===== src/rtl/plc_corr_table_if.sv =====
// Correlation-table bus: tuple insert, lookup request and prediction response.
// The bench drives through master; the table sits on slave.
interface plc_corr_table_if #(
    parameter int ADDR_WIDTH = 8,
    parameter int WAY_WIDTH  = 4
);
    logic [2*ADDR_WIDTH-1:0] add_addr_tuple;
    logic [2*WAY_WIDTH-1:0]  add_way_tuple;
    logic                    add_flag;
    logic                    clear;
    logic                    lookup_valid;
    logic [ADDR_WIDTH-1:0]   lookup_addr;
    logic                    pred_valid;
    logic                    pred_hit;
    logic [ADDR_WIDTH-1:0]   pred_addr;
    logic [WAY_WIDTH-1:0]    pred_way;
    logic [2:0]              fifo_count;
    logic [7:0]              drop_cnt;

    modport master (
        output add_addr_tuple, add_way_tuple, add_flag, clear,
        output lookup_valid, lookup_addr,
        input  pred_valid, pred_hit, pred_addr, pred_way,
        input  fifo_count, drop_cnt
    );

    modport slave (
        input  add_addr_tuple, add_way_tuple, add_flag, clear,
        input  lookup_valid, lookup_addr,
        output pred_valid, pred_hit, pred_addr, pred_way,
        output fifo_count, drop_cnt
    );
endinterface


===== src/rtl/plc_corr_table.sv =====
// Direct-mapped address-correlation table fed by a 4-deep insert FIFO.
// Lookups win the table port; the FIFO drains only on lookup-free cycles.
module plc_corr_table #(
    parameter int ADDR_WIDTH = 8,
    parameter int WAY_WIDTH  = 4,
    parameter int IDX_WIDTH  = 4
) (
    input  logic              clk,
    input  logic              rst,
    plc_corr_table_if.slave   bus
);
    localparam int DEPTH = 1 << IDX_WIDTH;
    localparam int TAG_W = ADDR_WIDTH - IDX_WIDTH;

    logic [DEPTH-1:0]      vld_q, vld_d;
    logic [TAG_W-1:0]      tag_q [DEPTH];
    logic [TAG_W-1:0]      tag_d [DEPTH];
    logic [ADDR_WIDTH-1:0] nxt_q [DEPTH];
    logic [ADDR_WIDTH-1:0] nxt_d [DEPTH];
    logic [WAY_WIDTH-1:0]  way_q [DEPTH];
    logic [WAY_WIDTH-1:0]  way_d [DEPTH];

    logic [ADDR_WIDTH-1:0] fx_q [4];
    logic [ADDR_WIDTH-1:0] fx_d [4];
    logic [ADDR_WIDTH-1:0] fn_q [4];
    logic [ADDR_WIDTH-1:0] fn_d [4];
    logic [WAY_WIDTH-1:0]  fw_q [4];
    logic [WAY_WIDTH-1:0]  fw_d [4];

    logic [1:0]            rd_q, rd_d, wr_q, wr_d;
    logic [2:0]            cnt_q, cnt_d;
    logic [7:0]            drop_q, drop_d;
    logic                  pv_q, pv_d, ph_q, ph_d;
    logic [ADDR_WIDTH-1:0] pa_q, pa_d;
    logic [WAY_WIDTH-1:0]  pw_q, pw_d;

    logic                  drain, push_req, push, hit;
    logic [ADDR_WIDTH-1:0] x_addr, n_addr, hd_addr;
    logic [WAY_WIDTH-1:0]  n_way;
    logic [IDX_WIDTH-1:0]  lk_idx, hd_idx;
    logic [TAG_W-1:0]      lk_tag;
    logic                  unused_way;

    assign x_addr     = bus.add_addr_tuple[2*ADDR_WIDTH-1:ADDR_WIDTH];
    assign n_addr     = bus.add_addr_tuple[ADDR_WIDTH-1:0];
    assign n_way      = bus.add_way_tuple[WAY_WIDTH-1:0];
    assign unused_way = ^bus.add_way_tuple[2*WAY_WIDTH-1:WAY_WIDTH];
    assign lk_idx     = bus.lookup_addr[IDX_WIDTH-1:0];
    assign lk_tag     = bus.lookup_addr[ADDR_WIDTH-1:IDX_WIDTH];
    assign hd_addr    = fx_q[rd_q];
    assign hd_idx     = hd_addr[IDX_WIDTH-1:0];
    assign hit        = vld_q[lk_idx] && (tag_q[lk_idx] == lk_tag);

    always_comb begin
        vld_d    = vld_q;
        tag_d    = tag_q;
        nxt_d    = nxt_q;
        way_d    = way_q;
        fx_d     = fx_q;
        fn_d     = fn_q;
        fw_d     = fw_q;
        rd_d     = rd_q;
        wr_d     = wr_q;
        cnt_d    = cnt_q;
        drop_d   = drop_q;
        pv_d     = 1'b0;
        ph_d     = ph_q;
        pa_d     = pa_q;
        pw_d     = pw_q;
        drain    = (cnt_q != 3'd0) && !bus.lookup_valid && !bus.clear;
        push_req = bus.add_flag && !bus.clear;
        // A full FIFO still accepts when the head leaves this same cycle
        push     = push_req && ((cnt_q != 3'd4) || drain);

        if (bus.clear) begin
            vld_d = '0;
            rd_d  = 2'd0;
            wr_d  = 2'd0;
            cnt_d = 3'd0;
        end else begin
            if (bus.lookup_valid) begin
                pv_d = 1'b1;
                ph_d = hit;
                pa_d = hit ? nxt_q[lk_idx] : '0;
                pw_d = hit ? way_q[lk_idx] : '0;
            end
            if (drain) begin
                vld_d[hd_idx] = 1'b1;
                tag_d[hd_idx] = hd_addr[ADDR_WIDTH-1:IDX_WIDTH];
                nxt_d[hd_idx] = fn_q[rd_q];
                way_d[hd_idx] = fw_q[rd_q];
                rd_d          = rd_q + 2'd1;
            end
            if (push) begin
                fx_d[wr_q] = x_addr;
                fn_d[wr_q] = n_addr;
                fw_d[wr_q] = n_way;
                wr_d       = wr_q + 2'd1;
            end
            if (push_req && !push && (drop_q != 8'hff))
                drop_d = drop_q + 8'd1;
            cnt_d = cnt_q + {2'b00, push} - {2'b00, drain};
        end
    end

    always_ff @(posedge clk or posedge rst) begin
        if (rst) begin
            vld_q  <= '0;
            rd_q   <= 2'd0;
            wr_q   <= 2'd0;
            cnt_q  <= 3'd0;
            drop_q <= 8'd0;
            pv_q   <= 1'b0;
            ph_q   <= 1'b0;
            pa_q   <= '0;
            pw_q   <= '0;
        end else begin
            vld_q  <= vld_d;
            rd_q   <= rd_d;
            wr_q   <= wr_d;
            cnt_q  <= cnt_d;
            drop_q <= drop_d;
            pv_q   <= pv_d;
            ph_q   <= ph_d;
            pa_q   <= pa_d;
            pw_q   <= pw_d;
        end
    end

    // Payload storage is qualified by valid bits and pointers, so it needs no reset
    always_ff @(posedge clk) begin
        tag_q <= tag_d;
        nxt_q <= nxt_d;
        way_q <= way_d;
        fx_q  <= fx_d;
        fn_q  <= fn_d;
        fw_q  <= fw_d;
    end

    assign bus.pred_valid = pv_q;
    assign bus.pred_hit   = ph_q;
    assign bus.pred_addr  = pa_q;
    assign bus.pred_way   = pw_q;
    assign bus.fifo_count = cnt_q;
    assign bus.drop_cnt   = drop_q;
endmodule


===== src/flat_wrapper.sv =====
// flat-port wrapper written by rule: the top's interface ports become plain ports
module plc_corr_table_flat 
#(
    parameter int ADDR_WIDTH = 8,
    parameter int WAY_WIDTH  = 4,
    parameter int IDX_WIDTH  = 4
)
  (clk, rst, bus_add_addr_tuple, bus_add_way_tuple, bus_add_flag, bus_clear, bus_lookup_valid, bus_lookup_addr, bus_pred_valid, bus_pred_hit, bus_pred_addr, bus_pred_way, bus_fifo_count, bus_drop_cnt);
  plc_corr_table_if #(.ADDR_WIDTH(ADDR_WIDTH), .WAY_WIDTH(WAY_WIDTH)) bus_i ();
  input  logic clk;
  input  logic rst;
  input wire logic [$bits(bus_i.add_addr_tuple)-1:0] bus_add_addr_tuple;
  input wire logic [$bits(bus_i.add_way_tuple)-1:0] bus_add_way_tuple;
  input wire logic [$bits(bus_i.add_flag)-1:0] bus_add_flag;
  input wire logic [$bits(bus_i.clear)-1:0] bus_clear;
  input wire logic [$bits(bus_i.lookup_valid)-1:0] bus_lookup_valid;
  input wire logic [$bits(bus_i.lookup_addr)-1:0] bus_lookup_addr;
  output wire logic [$bits(bus_i.pred_valid)-1:0] bus_pred_valid;
  output wire logic [$bits(bus_i.pred_hit)-1:0] bus_pred_hit;
  output wire logic [$bits(bus_i.pred_addr)-1:0] bus_pred_addr;
  output wire logic [$bits(bus_i.pred_way)-1:0] bus_pred_way;
  output wire logic [$bits(bus_i.fifo_count)-1:0] bus_fifo_count;
  output wire logic [$bits(bus_i.drop_cnt)-1:0] bus_drop_cnt;
  assign bus_i.add_addr_tuple = bus_add_addr_tuple;
  assign bus_i.add_way_tuple = bus_add_way_tuple;
  assign bus_i.add_flag = bus_add_flag;
  assign bus_i.clear = bus_clear;
  assign bus_i.lookup_valid = bus_lookup_valid;
  assign bus_i.lookup_addr = bus_lookup_addr;
  assign bus_pred_valid = bus_i.pred_valid;
  assign bus_pred_hit = bus_i.pred_hit;
  assign bus_pred_addr = bus_i.pred_addr;
  assign bus_pred_way = bus_i.pred_way;
  assign bus_fifo_count = bus_i.fifo_count;
  assign bus_drop_cnt = bus_i.drop_cnt;
  plc_corr_table #(.ADDR_WIDTH(ADDR_WIDTH), .WAY_WIDTH(WAY_WIDTH), .IDX_WIDTH(IDX_WIDTH)) u_core (.clk(clk), .rst(rst), .bus(bus_i));
endmodule

===== config.mk =====
export PLATFORM = sky130hd
export DESIGN_NAME = plc_corr_table_flat
export DESIGN_NICKNAME = d
export VERILOG_FILES = /design/src/rtl/plc_corr_table_if.sv /design/src/rtl/plc_corr_table.sv /design/src/flat_wrapper.sv
export SDC_FILE = /design/constraint.sdc
export NUM_CORES = 1
export LEC_CHECK = 0
export CORE_MARGIN = 1.5
export CORE_UTILIZATION = 29
export DETAILED_ROUTE_END_ITERATION = 6
export GPL_ROUTABILITY_DRIVEN = 1
export PLACE_DENSITY = 0.56
export SLEW_MARGIN = 20
export SYNTH_ARGS = -nofsm -noshare
export SYNTH_HDL_FRONTEND = slang
export SYNTH_SLANG_ARGS = --single-unit

===== constraint.sdc =====
create_clock -name clk -period 3.75 [get_ports clk]
set_input_delay 0.5625 -clock clk [delete_from_list [all_inputs] [get_ports clk]]
set_output_delay 0.5625 -clock clk [all_outputs]
set_load 0.02 [all_outputs]

==> flow_metrics.py <==
metrics = {
    "detailed_routing": {
        "wirelength_mm": 31.3,
        "drt-pass1-iter-count": 5,
        "routedWlPerCell_um": 20.3,
        "drc_errors": 0,
        "postRouteAntennaNets": 0,
        "vias": 7060,
        "viasPerCell": 4.58,
        "drtIter0Drc": 602,
    },
    "worst_hold_path": {
        "hp-class": "in2async",
    },
    "placed_design": {
        "gp_congestion": 0.710,
        "pre_cts_ws_ps": 356,
        "io_buffer_count": 57,
        "dp_hpwl_mm": 19.0,
    },
    "yosys": {
        "synth_cells": 739,
        "syn_nets": 784,
        "synth-seq-cells": 381,
        "yosys.area.top_type": "edfxtp_1",
        "synthTopCellsByArea": "edfxtp_1 68%, mux4_2 13%, dfrtp_1 7.6%",
        "synth.distinct_cells": 40,
        "synth_top_area_share_pct": 67.8,
        "syn-cell-area_um2": 14900,
        "yosys_warnings": 0,
        "seq_area_frac_synth_pct": 75.4,
        "syn_avg_cell_area_um2": 20.1,
    },
    "global_routing": {
        "grt_overflow": 0,
        "grt_util_all_layers_pct": 12.2,
        "antenna_found_initial": 0,
        "first_global_vias": 7686,
        "grt_max_degree": 50,
        "grt_first_pass_wirelength_mm": 47.9,
    },
    "final_layout": {
        "drive_above_1_share_pct": 24.1,
        "fin_util_pct": 35.1,
        "antenna_cells": 0,
        "layout_commonest_cell": "edfxtp_1",
        "syn_to_final_growth_pct": 18.9,
        "final_cell_mix": "336 x edfxtp_1, 84 x mux4_2, 55 x clkdlybuf4s50_1",
        "fillers": 4641,
        "final_nets": 885,
    },
    "floorplan": {
        "coreArea_um2": 50400,
        "die_y_um": 230,
        "dieWidth_um": 230,
        "ios": 62,
        "rows": 82,
        "dieArea_um2": 52700,
        "initial_core_util_pct": 29.5,
    },
    "power": {
        "pwr-share-comb_pct": 10.9,
        "p_total_mw": 10.0,
        "powerDensity_nw_per_um2": 566,
        "switchingPower_mw": 2.33,
        "p_leak_nw": 5.84,
        "p_int_mw": 7.69,
        "seq_power_share_pct": 50.4,
        "ir_drop_mv": 0.269,
        "pwr-share-clk_pct": 38.6,
        "netSwitchingFraction_pct": 23.2,
    },
    "clocking": {
        "h-tree-depth": 2,
        "cts_sinks": 381,
        "clock_latency_ps": 540,
        "ctsResizeCount": 0,
        "cts-root-buf": "clkbuf_16",
        "cts_hold_buf": 0,
        "cts_tree": "yes",
        "cts.clk_slew.worst_paths_ps": 60,
        "post_cts_buffers": 0,
        "clock_path_buffers": 3,
        "cts_made_buffers": 40,
    },
    "timing": {
        "period_share_pct": 76.0,
        "rsz0062_at_grt": "false",
        "fin_setup_tns_ps": 0,
        "max_slew_margin_pct": 33.0,
        "fmax_mhz": 351,
        "tightest_slew_ps": 1000,
        "finalClockSkew_ps": 22.4,
        "finalSetupViolations": 0,
        "fin_crit_ps": 2850,
        "hold_violations": 0,
        "setup_slack_ps": 901,
        "slew_violations": 0,
    },
    "critical_path": {
        "critPathLaunchType": "input port",
        "crit_required_ps": 4140,
        "critPathArrivalTime_ps": 3240,
        "path_cells": "clkdlybuf4s50_1 > buf_4 > mux2i_1 > a22oi_1 > nand2_1 > xor2_1 > o211ai_2 > o31ai_1",
        "critPathMaxFanout": 24,
        "cpPeakStageDelay_ps": 800,
        "endpoint_kind": "flip-flop",
        "critPathKind": "in2reg",
        "cpMaxStageDelayCell": "clkdlybuf4s50_1",
    },
    "status": {
        "status": "finished, final reports clean",
    },
    "run": {
        "maxCapViolCount": 0,
    },
}
-- cells by family after synthesis --
kind of cell	count (synthesis)	synth area share [%]
DFF	381	75.4
buffers and inverters	63	1.93
AOI/OAI and AO/OA	55	2.77
muxes	124	15.5
xor gates and xnor gates	16	0.942
adders and majority gates	8	0.723
and+or+nand+nor	92	2.75
-- synth_stat cells --
cell,n
fa_1,1
nand2_1,34
a21bo_2,1
o31ai_2,9
edfxtp_1,336
inv_2,1
a22oi_1,6
a21oi_1,1
dfrtp_1,45
a31oi_1,2
xor2_1,6
or3_1,2
clkbuf_1,16
o211ai_1,1
xnor2_1,10
buf_4,2
buf_6,4
ha_1,7
and3_1,2
nand4_1,4
a311oi_1,1
mux2_2,13
o31ai_1,4
and2_1,5
or2_2,1
o211ai_2,1
nand3_1,8
nor2b_1,3
nand2b_1,4
mux2i_1,27
o21ai_1,1
buf_2,10
nor2_1,28
mux4_2,84
o22ai_1,16
o21ai_0,11
inv_1,26
nor3_1,1
buf_1,4
a32oi_1,1
-- sequential cells by signal, summed over array words and instances, names as in the netlist --
signal and cells:
u_core.bus.drop_cnt 8, u_core.vld_q 16, u_core.bus.pred_valid 1, u_core.tag_q 64, u_core.fn_q 32, u_core.wr_q 2
u_core.way_q 64, u_core.bus.fifo_count 3, u_core.bus.pred_addr 8, u_core.fw_q 16, u_core.bus.pred_hit 1, u_core.nxt_q 128
u_core.bus.pred_way 4, u_core.rd_q 2, u_core.fx_q 32
-- layout make-up --
class | count | area, µm² | area share, %
Inverter | 27 | 101 | 0.573
Timing Repair Buffer | 95 | 861 | 4.86
Clock inverter | 25 | 219 | 1.24
Multi-Input combinational cell | 295 | 3390 | 19.2
Tap cell | 672 | 841 | 4.75
Sequential cell | 381 | 11200 | 63.4
Clock buffer | 45 | 1060 | 6.00
-- worst max-delay path, delay by kind of cell --
| family | cells | cell delay (ps) |
|---|---|---|
| buffers and inverters | 2 | 1190 |
| AO/OA/AOI/OAI | 3 | 1080 |
| XOR/XNOR | 1 | 160 |
| multiplexers | 1 | 120 |
| AND/OR/NAND/NOR | 1 | 110 |
-- through the flow --
step / cell area [µm²] / instances / hold WS (ps)
2_1_floorplan: 14900 / 739 / 501
3_3_place_gp: 16400 / 1470 / 474
3_5_place_dp: 16400 / 1470 / 471
4_1_cts: 17700 / 1540 / 484
5_1_grt: 17700 / 1540 / 496
6_report: 17700 / 1540 / 471
-- power by group through the flow --
stage	logic (mW)	clock network, mW	registers, mW
6_report	1.09	3.87	5.05
5_1_grt	1.22	4.16	5.07
4_1_cts	1.12	3.97	5.05
3_5_place_dp	1.12	0	5.14
3_3_place_gp	1.09	0	5.14
2_1_floorplan	0.686	0	5.16
-- final timing paths --
path                                                         start                                   to  slack [ps]  depth (start not counted)
worst min register to register  u_core.bus.pred_way[3]$_DFFE_PP0P_   u_core.bus.pred_way[3]$_DFFE_PP0P_         480                          2
worst min-delay path                                           rst      u_core.bus.pred_valid$_DFF_PP0_         470                          2
min in group clk                u_core.bus.pred_way[3]$_DFFE_PP0P_   u_core.bus.pred_way[3]$_DFFE_PP0P_         480                          2
worst max-delay path                            bus_lookup_addr[3]  u_core.bus.pred_addr[7]$_DFFE_PP0P_         900                          8
worst max register to register          u_core.rd_q[0]$_DFFE_PP0P_           u_core.nxt_q[93]$_DFFE_PP_        1190                          5
max in group asynchronous                                      rst           u_core.rd_q[0]$_DFFE_PP0P_        2540                          3
-- layer usage --
| layer | GRT usage (%) | part of all wire, % | up-vias |
|---|---|---|---|
| met1 | 16.9 | 46 | 3698 |
| met3 | 2.23 | 4.5 | 43 |
| li1 | - | - | 3164 |
| met2 | 19.5 | 48 | 155 |
| met4 | 3.68 | 2.1 | 0 |
| met5 | 0 | 0 | - |
No activity file was read; power rests on OpenSTA's default activity.
